`src/rtl/seg7_scroll_ctrl.sv`:
```
// Nibble-scrolling controller for an 8-digit seven-segment display word.
// Define SEG7_SCROLL_WRAP_EN to rotate continuously; by default one pass zero-fills and stops.
module seg7_scroll_ctrl #(
  parameter int unsigned CLK_DIV = 32'd50000000
) (
  input  logic        clk,
  input  logic        rst,
  input  logic        load_valid,
  output logic        load_ready,
  input  logic [31:0] din,
  input  logic        en,
  input  logic        dir,
  output logic [31:0] disp,
  output logic        step_pulse,
  output logic        cycle_pulse,
  output logic [1:0]  state_o
);

  typedef enum logic [1:0] {
    StIdle = 2'b00,
    StRun  = 2'b01,
    StHold = 2'b10
  } state_e;

  localparam logic [31:0] PrescMax = 32'(CLK_DIV - 1);

  state_e      state;
  logic [31:0] presc;
  logic [2:0]  step_cnt;
  logic        armed;

  logic        presc_hit;
  logic        last_step;
  logic [3:0]  fill;
  logic [31:0] shifted;

  assign load_ready = 1'b1;
  assign state_o    = state;

  assign presc_hit = (presc == PrescMax);
  assign last_step = (step_cnt == 3'd7);

`ifdef SEG7_SCROLL_WRAP_EN
  // Rotate: the nibble leaving one end re-enters at the other.
  assign fill = dir ? disp[31:28] : disp[3:0];
`else
  assign fill = 4'h0;
`endif

  assign shifted = dir ? {disp[27:0], fill} : {fill, disp[31:4]};

  always_ff @(posedge clk or posedge rst) begin
    if (rst) begin
      state       <= StIdle;
      disp        <= 32'h0;
      presc       <= 32'h0;
      step_cnt    <= 3'd0;
      armed       <= 1'b0;
      step_pulse  <= 1'b0;
      cycle_pulse <= 1'b0;
    end else begin
      step_pulse  <= 1'b0;
      cycle_pulse <= 1'b0;

      // A load overrides everything else this cycle, including a coincident tick.
      if (load_valid) begin
        disp     <= din;
        presc    <= 32'h0;
        step_cnt <= 3'd0;
        armed    <= 1'b1;
      end

      case (state)
        StIdle: begin
          if (!load_valid && en && armed) begin
            state <= StRun;
          end
        end

        StRun: begin
          if (!load_valid) begin
            if (!en) begin
              state <= StHold;
            end else if (presc_hit) begin
              presc       <= 32'h0;
              disp        <= shifted;
              step_cnt    <= step_cnt + 3'd1;
              step_pulse  <= 1'b1;
              cycle_pulse <= last_step;
`ifndef SEG7_SCROLL_WRAP_EN
              if (last_step) begin
                state <= StIdle;
                armed <= 1'b0;
              end
`endif
            end else begin
              presc <= presc + 32'h1;
            end
          end
        end

        StHold: begin
          if (!load_valid && en) begin
            state <= StRun;
          end
        end

        default: begin
          state <= StIdle;
        end
      endcase
    end
  end

`ifndef SYNTHESIS
  a_cycle_with_step : assert property (@(posedge clk) disable iff (rst)
    cycle_pulse |-> step_pulse);
  a_legal_state : assert property (@(posedge clk) disable iff (rst)
    state_o != 2'b11);
`endif

endmodule
```
`config.mk`:
```
export PLATFORM = sky130hd
export DESIGN_NAME = seg7_scroll_ctrl
export DESIGN_NICKNAME = d
export VERILOG_FILES = /design/src/rtl/seg7_scroll_ctrl.sv
export SDC_FILE = /design/constraint.sdc
export NUM_CORES = 1
export LEC_CHECK = 0
export CAP_MARGIN = 20
export CORE_ASPECT_RATIO = 0.8
export CORE_MARGIN = 1
export CORE_UTILIZATION = 50
export DETAILED_ROUTE_END_ITERATION = 10
export PLACE_DENSITY = 0.73
export SLEW_MARGIN = 15
export SYNTH_ARGS = -nofsm -noshare
export SYNTH_HDL_FRONTEND = slang
export SYNTH_SLANG_ARGS = --single-unit
```
`constraint.sdc`:
```
create_clock -name clk -period 3.7 [get_ports clk]
set_input_delay 0.555 -clock clk [delete_from_list [all_inputs] [get_ports clk]]
set_output_delay 0.555 -clock clk [all_outputs]
set_load 0.005 [all_outputs]
```
==> run summary <==
mux cell area share after synthesis: 14.2%
CTS H-tree depth: 3
die area: 8850 sq um
register cell area after layout: 1800 sq um
Async SR Flop Fraction: 100%
simple-gate area share of the yosys netlist: 21.6%
slowest CP cell: or4_4
# Post-CTS Setup Buffers: 0
post-synthesis register bit count: 72
commonest non-fill, non-tap cell in the layout: dfrtp_1
Tot GR Track Use: 25.5%
WL final: 10700 um
CP Class: register to register
total CTS buffers: 9
vias per cell: 6.02
Main synth FF type: dfrtp_1
IO Pins: 74
core area: 8060 sq um
layout cell share with drive strength beyond 1: 12.7%
maximum fanout along the worst path: 36
Pre-antenna DRT Iters: 5
CTS max path bufs: 2
Via Count: 3719
first-pass GRT wire length: 17900 um
Worst setup EP type: register
Avg Cell Area, Syn: 9.50 sq um
clock-pin slew on the worst setup and hold paths: 0.08 ns
largest net degree at the start of global routing: 69
fin area: 5180 sq um
CP arrival: 2.95 ns
Worst Max-Slew Pin Slew: 0.824 ns
top post-synthesis cells by area: dfrtp_1, mux2i_1, mux2_2, nand2_1, a31oi_1
Synth Area in Compound Gates: 15.0%
Cells after Synth: 446
sequential fraction of the synthesis area: 42.5%
Synth Area in Adders: 0.886%
max frequency: 0.363 GHz
crit-path cells: ha_1, nand4_1, or4_4, nor4_4, buf_4, mux2i_1, o21ai_0
GPL Wtd Cong: 0.959
chip height: 84.3 um
worst reg2reg setup slack: 0.94 ns
port bufs: 72
max-slew violation count: 0
Site Rows: 29
post-synth top area share: 42.5%
fin crit period: 2.76 ns
fin util: 64.4%
Final ANT Viol Nets: 0
vias in the first global route: 3579
DIE WIDTH: 105 um
Leak Pwr: 1.96 nW
Final Cycle Share: 74.5%
Crit path max-delay family: simple AND/OR/NAND/NOR gates
RSZ-0062 raised after global routing: no
syn nets: 486
Initial Util: 52.6%
CTS Hold Bufs: 0
maximum single-stage delay on the critical path: 0.58 ns
grt ovf: 0
placed cells: 601
DRC violations left: 0
Gates resized, CTS repair: 0
Post-DP Area: 4960 sq um
n_diodes: 0
worst skew pair latency: 0.34 ns
# fillers: 678
Slew HR: 45.0%
Max VDD drop: 0.238 mV
largest family of logic cells by synthesized area: simple AND/OR/NAND/NOR gates
status: finished, final reports clean
largest area contributor in the netlist: dfrtp_1
area occupied by multi-input gates: 2230 sq um
# setup viols final: 0
most frequent cells in the layout: dfrtp_1, clkdlybuf4s50_1, nand2_1
CTS tree: yes
Final Non-Filler Cells: 618
Layout Area Growth over Synthesis: 22.3%
Synth cell types: 49
antenna violations before repair: 0
Total Neg Setup Slack: 0 ns
xor/xnor share of the synthesized area: 0.620%
Fin. Hold Viols: 0
Post-Synthesis Cell Area: 4240 sq um
CP Launch Type: register
CTS root buf: clkbuf_8
worst path required time: 3.90 ns
hold crit path type: register to register
maxcap violations: 0
Pwr Total: 1.89 mW
WL per Instance: 17.2 um
WP buf/inv: 1
power density over cell area: 364 nW/um^2
clock sink count: 72
initial DRC count: 343
Post-DP HPWL: 7360 um
nets: 545
number of synthesized flops with an enable pin: 0
Final Skew: 0.0131 ns
Synth warnings: 0
through the flow:
stage | hold slack, ns | setup WS [ns]
after floorplan | 0.444 | 1.32
after detailed placement | 0.481 | 0.819
after global placement | 0.464 | 0.899
after global routing | 0.522 | 0.871
final | 0.495 | 0.944
after CTS | 0.494 | 1.02
registers in the layout (all words and copies together) (netlist names):
signal	cells
presc	32
state_o	2
step_cnt	3
armed	1
step_pulse	1
disp	32
cycle_pulse	1
per-layer routing:
layer | share of wire [%] | track usage (%) | up-vias
met5 | 0 | 0 | -
li1 | - | - | 1775
met2 | 44 | 37.4 | 133
met3 | 6.0 | 5.67 | 14
met4 | 1.5 | 8.19 | 0
met1 | 49 | 37.4 | 1797
kinds of logic after synthesis:
family          count (synthesis)
other cells                     1
buf+inv                        39
mux                            57
flops                          72
simple gates                  168
compound gates                103
xor+xnor                        3
fa+ha+maj                       3
worst paths after layout:
path,end,cells after the start,start
max in group asynchronous,presc[17],3,rst
min in group asynchronous,disp[5],2,rst
max reg2reg,disp[3],7,presc[0]
max,disp[3],7,presc[0]
min reg2reg,presc[31],1,presc[31]
min,presc[31],1,presc[31]
power breakdown:
| group | switching, mW | internal [mW] | leakage (nW) | total [mW] |
|---|---|---|---|---|
| combinational | 0.157 | 0.183 | 0.921 | 0.339 |
| sequential | 0.0509 | 0.830 | 0.940 | 0.881 |
| clock | 0.313 | 0.353 | 0.103 | 0.666 |
cells in the mapped netlist (all sizes together), types with 5 or more instances:
| master | number |
|---|---|
| and2 | 7 |
| clkbuf | 20 |
| o211ai | 7 |
| nand2 | 59 |
| nor3 | 13 |
| o21ai | 40 |
| a21oi | 8 |
| nand3b | 6 |
| nor2b | 5 |
| mux2 | 24 |
| nor2 | 11 |
| mux2i | 33 |
| nand3 | 15 |
| nor4 | 7 |
| or3b | 8 |
| nand4 | 12 |
| dfrtp | 72 |
| buf | 12 |
| and4 | 6 |
| a31oi | 30 |
| inv | 7 |
cell type report:
cell class                 instances  share of cell area [%]
clock buffer                      11                    2.92
clock inverter                     5                    1.21
inverter                           7                   0.507
multi-input combinational        335                    43.0
sequential                        72                    34.8
tap                              108                    2.61
timing repair buffer              80                    15.0
No activity file was read; power rests on OpenSTA's default activity.
==> variant (config.mk and constraints unchanged) <==
Add a define of `SEG7_SCROLL_WRAP_EN`.
--- a/src/rtl/seg7_scroll_ctrl.sv
+++ b/src/rtl/seg7_scroll_ctrl.sv
@@ -1,5 +1,7 @@
 // Nibble-scrolling controller for an 8-digit seven-segment display word.
 // Define SEG7_SCROLL_WRAP_EN to rotate continuously; by default one pass zero-fills and stops.
+`define SEG7_SCROLL_WRAP_EN
+
 module seg7_scroll_ctrl #(
   parameter int unsigned CLK_DIV = 32'd50000000
 ) (
Behaviour: no difference found for any inputs over 4 cycles, from zero or initial values and one cycle with rst high; that may be too few to reach the edited logic, so the function may still have changed.
==> variant against the unedited design <==
Final area fell by 1.2%. Total power rose by 1.6%. Core utilization rose by 0.11 points. Sequential cell count did not move. Synthesized area fell by 3.0%. Worst setup slack improved by 330 ps. Global-route usage fell by 1.0 points. Wire length fell by 8.7%. Maximum frequency rose by 14%. Combinational power fell by 6%. Critical endpoint is now presc[26]. Highest routed layer unchanged.
==> variant: results (changes against the unedited design) <==
<table>
<tr><th>Metric</th><th>Value</th></tr>
<tr><th colspan="2">STA</th></tr>
<tr><td>Relative slew margins</td><td>32.7% (-12 points)</td></tr>
<tr><td>Worst clock skew</td><td>7.25 ps (-5.87 ps)</td></tr>
<tr><th colspan="2">Cells and area</th></tr>
<tr><td>Share of post-route cells with drive strength above 1</td><td>10.5% (-2.2 points)</td></tr>
<tr><td>Number of nets in the final layout</td><td>520 (-4.6%)</td></tr>
<tr><th colspan="2">Logic synthesis</th></tr>
<tr><td>Synth Net Count</td><td>453 (-6.8%)</td></tr>
<tr><td>Post-Syn Area per Cell</td><td>9.96 um^2 (+4.8%)</td></tr>
<tr><td>Portion of the post-synthesis area used by sequential elements</td><td>43.8% (+1.3 points)</td></tr>
<tr><td>Library cells used by synthesis</td><td>52 (+6.1%)</td></tr>
<tr><td>Commonest cells post-synth</td><td>dfrtp_1 (72), mux2i_1 (71), nand2_1 (44)</td></tr>
<tr><th colspan="2">Worst hold path</th></tr>
<tr><td>Classification of the worst-slack hold path</td><td>primary input to async pin</td></tr>
<tr><th colspan="2">Critical path</th></tr>
<tr><td>Reg2Reg Setup Slack</td><td>1270 ps (+330 ps)</td></tr>
<tr><td>Maximum fanout count along the critical path</td><td>9 (-75%)</td></tr>
<tr><td>Capturing point of the worst reg2reg path</td><td>presc[26]</td></tr>
<tr><td>Data arrival time of the worst path</td><td>2690 ps (-260 ps)</td></tr>
<tr><td>Register-to-Register Path Depth</td><td>6 (-1)</td></tr>
<tr><th colspan="2">Place</th></tr>
<tr><td>Number of cells in the design after placement</td><td>577 (-4.0%)</td></tr>
<tr><td>Setup slack after placement</td><td>944 ps (+125 ps)</td></tr>
<tr><td>HPWL after detailed placement</td><td>6.56 mm (-11%)</td></tr>
<tr><td>Global placement routability congestion</td><td>0.859 (-10%)</td></tr>
<tr><th colspan="2">Routing</th></tr>
<tr><td>Initial DRC Count</td><td>217 (-37%)</td></tr>
<tr><td>Routed vias/inst</td><td>5.79 (-3.9%)</td></tr>
<tr><th colspan="2">GRT</th></tr>
<tr><td>Overall fraction of global-route tracks in use</td><td>24.5% (-1.0 points)</td></tr>
<tr><td>First-pass GRT wire length</td><td>16.2 mm (-9.6%)</td></tr>
<tr><th colspan="2">Power</th></tr>
<tr><td>Static Leakage</td><td>2.10 nW (+7.0%)</td></tr>
<tr><th colspan="2">Run status</th></tr>
<tr><td>Outcome</td><td>finished, final reports clean</td></tr>
</table>
==> variant: changes by cell type in the layout (fill, tap and decap cells not counted), sizes merged, moves of 5 or more <==
cell    delta
nor2      +10
mux2i     +38
or3b       -8
a31oi     -19
o21ai     -16
nand2     -15
xor2       +5
nor2b      -5
nand3     +10
and3       +5
o211ai     -5
mux2      -10
==> variant: how the worst max path moves through the flow <==
stage | slack [ps] | depth (start not counted) | endpoint
after global placement | 1000 | 6 | disp[6]
after floorplan | 1320 | 1 | armed
after global routing | 1030 | 6 | presc[14]
final | 1270 | 6 | presc[26]
after CTS | 1310 | 6 | disp[13]
after detailed placement | 940 | 6 | disp[6]
==> variant: through the flow <==
stage	area (um^2)	hold slack, ps
floorplan	4110	438
global placement	4890	457
detailed placement	4890	462
CTS	5120	416
global route	5120	438
finish	5120	419
==> variant: critical path, stage by stage, from the launching register on <==
cell,delay [ps]
dfrtp_1,420
ha_1,210
nand4_1,250
nor3_1,890
and3_1,280
a31oi_1,100
a31oi_1,180
==> variant: logic make-up (layout without fill, tap and decap cells) <==
logic type / Yosys count / after routing / synth area share, %
AO/OA/AOI/OAI: 58 / 58 / 8.98
XOR/XNOR: 8 / 8 / 1.70
adder cells (fa/ha/maj): 3 / 3 / 0.913
buffers and inverters: 34 / 106 / 4.14
flip-flops: 72 / 72 / 43.8
multiplexers: 85 / 85 / 21.1
other: 1 / 1 / 0.0912
AND/OR/NAND/NOR: 152 / 152 / 19.2
==> variant: per-layer routing <==
layer / up-vias / GRT usage (%) / part of all wire [%]
met5: - / 0 / 0
met4: 0 / 9.22 / 2.1
met3: 19 / 4.80 / 4.0
met2: 93 / 35.2 / 46
met1: 1666 / 36.2 / 48
li1: 1653 / - / -
==> variant: area by class of cell <==
cell class	count	area [um^2]
clock buffer	11	151
clock inverter	5	78.8
fill	656	2820
inverter	10	37.5
multi-input combinational	307	2140
sequential	72	1800
tap	108	135
timing repair buffer	80	776
==> variant: power by group <==
part / internal (mW) / switching, mW / total [mW]
combinational: 0.175 / 0.145 / 0.320
clock: 0.415 / 0.299 / 0.714
sequential: 0.830 / 0.0524 / 0.882
total: 1.42 / 0.497 / 1.92
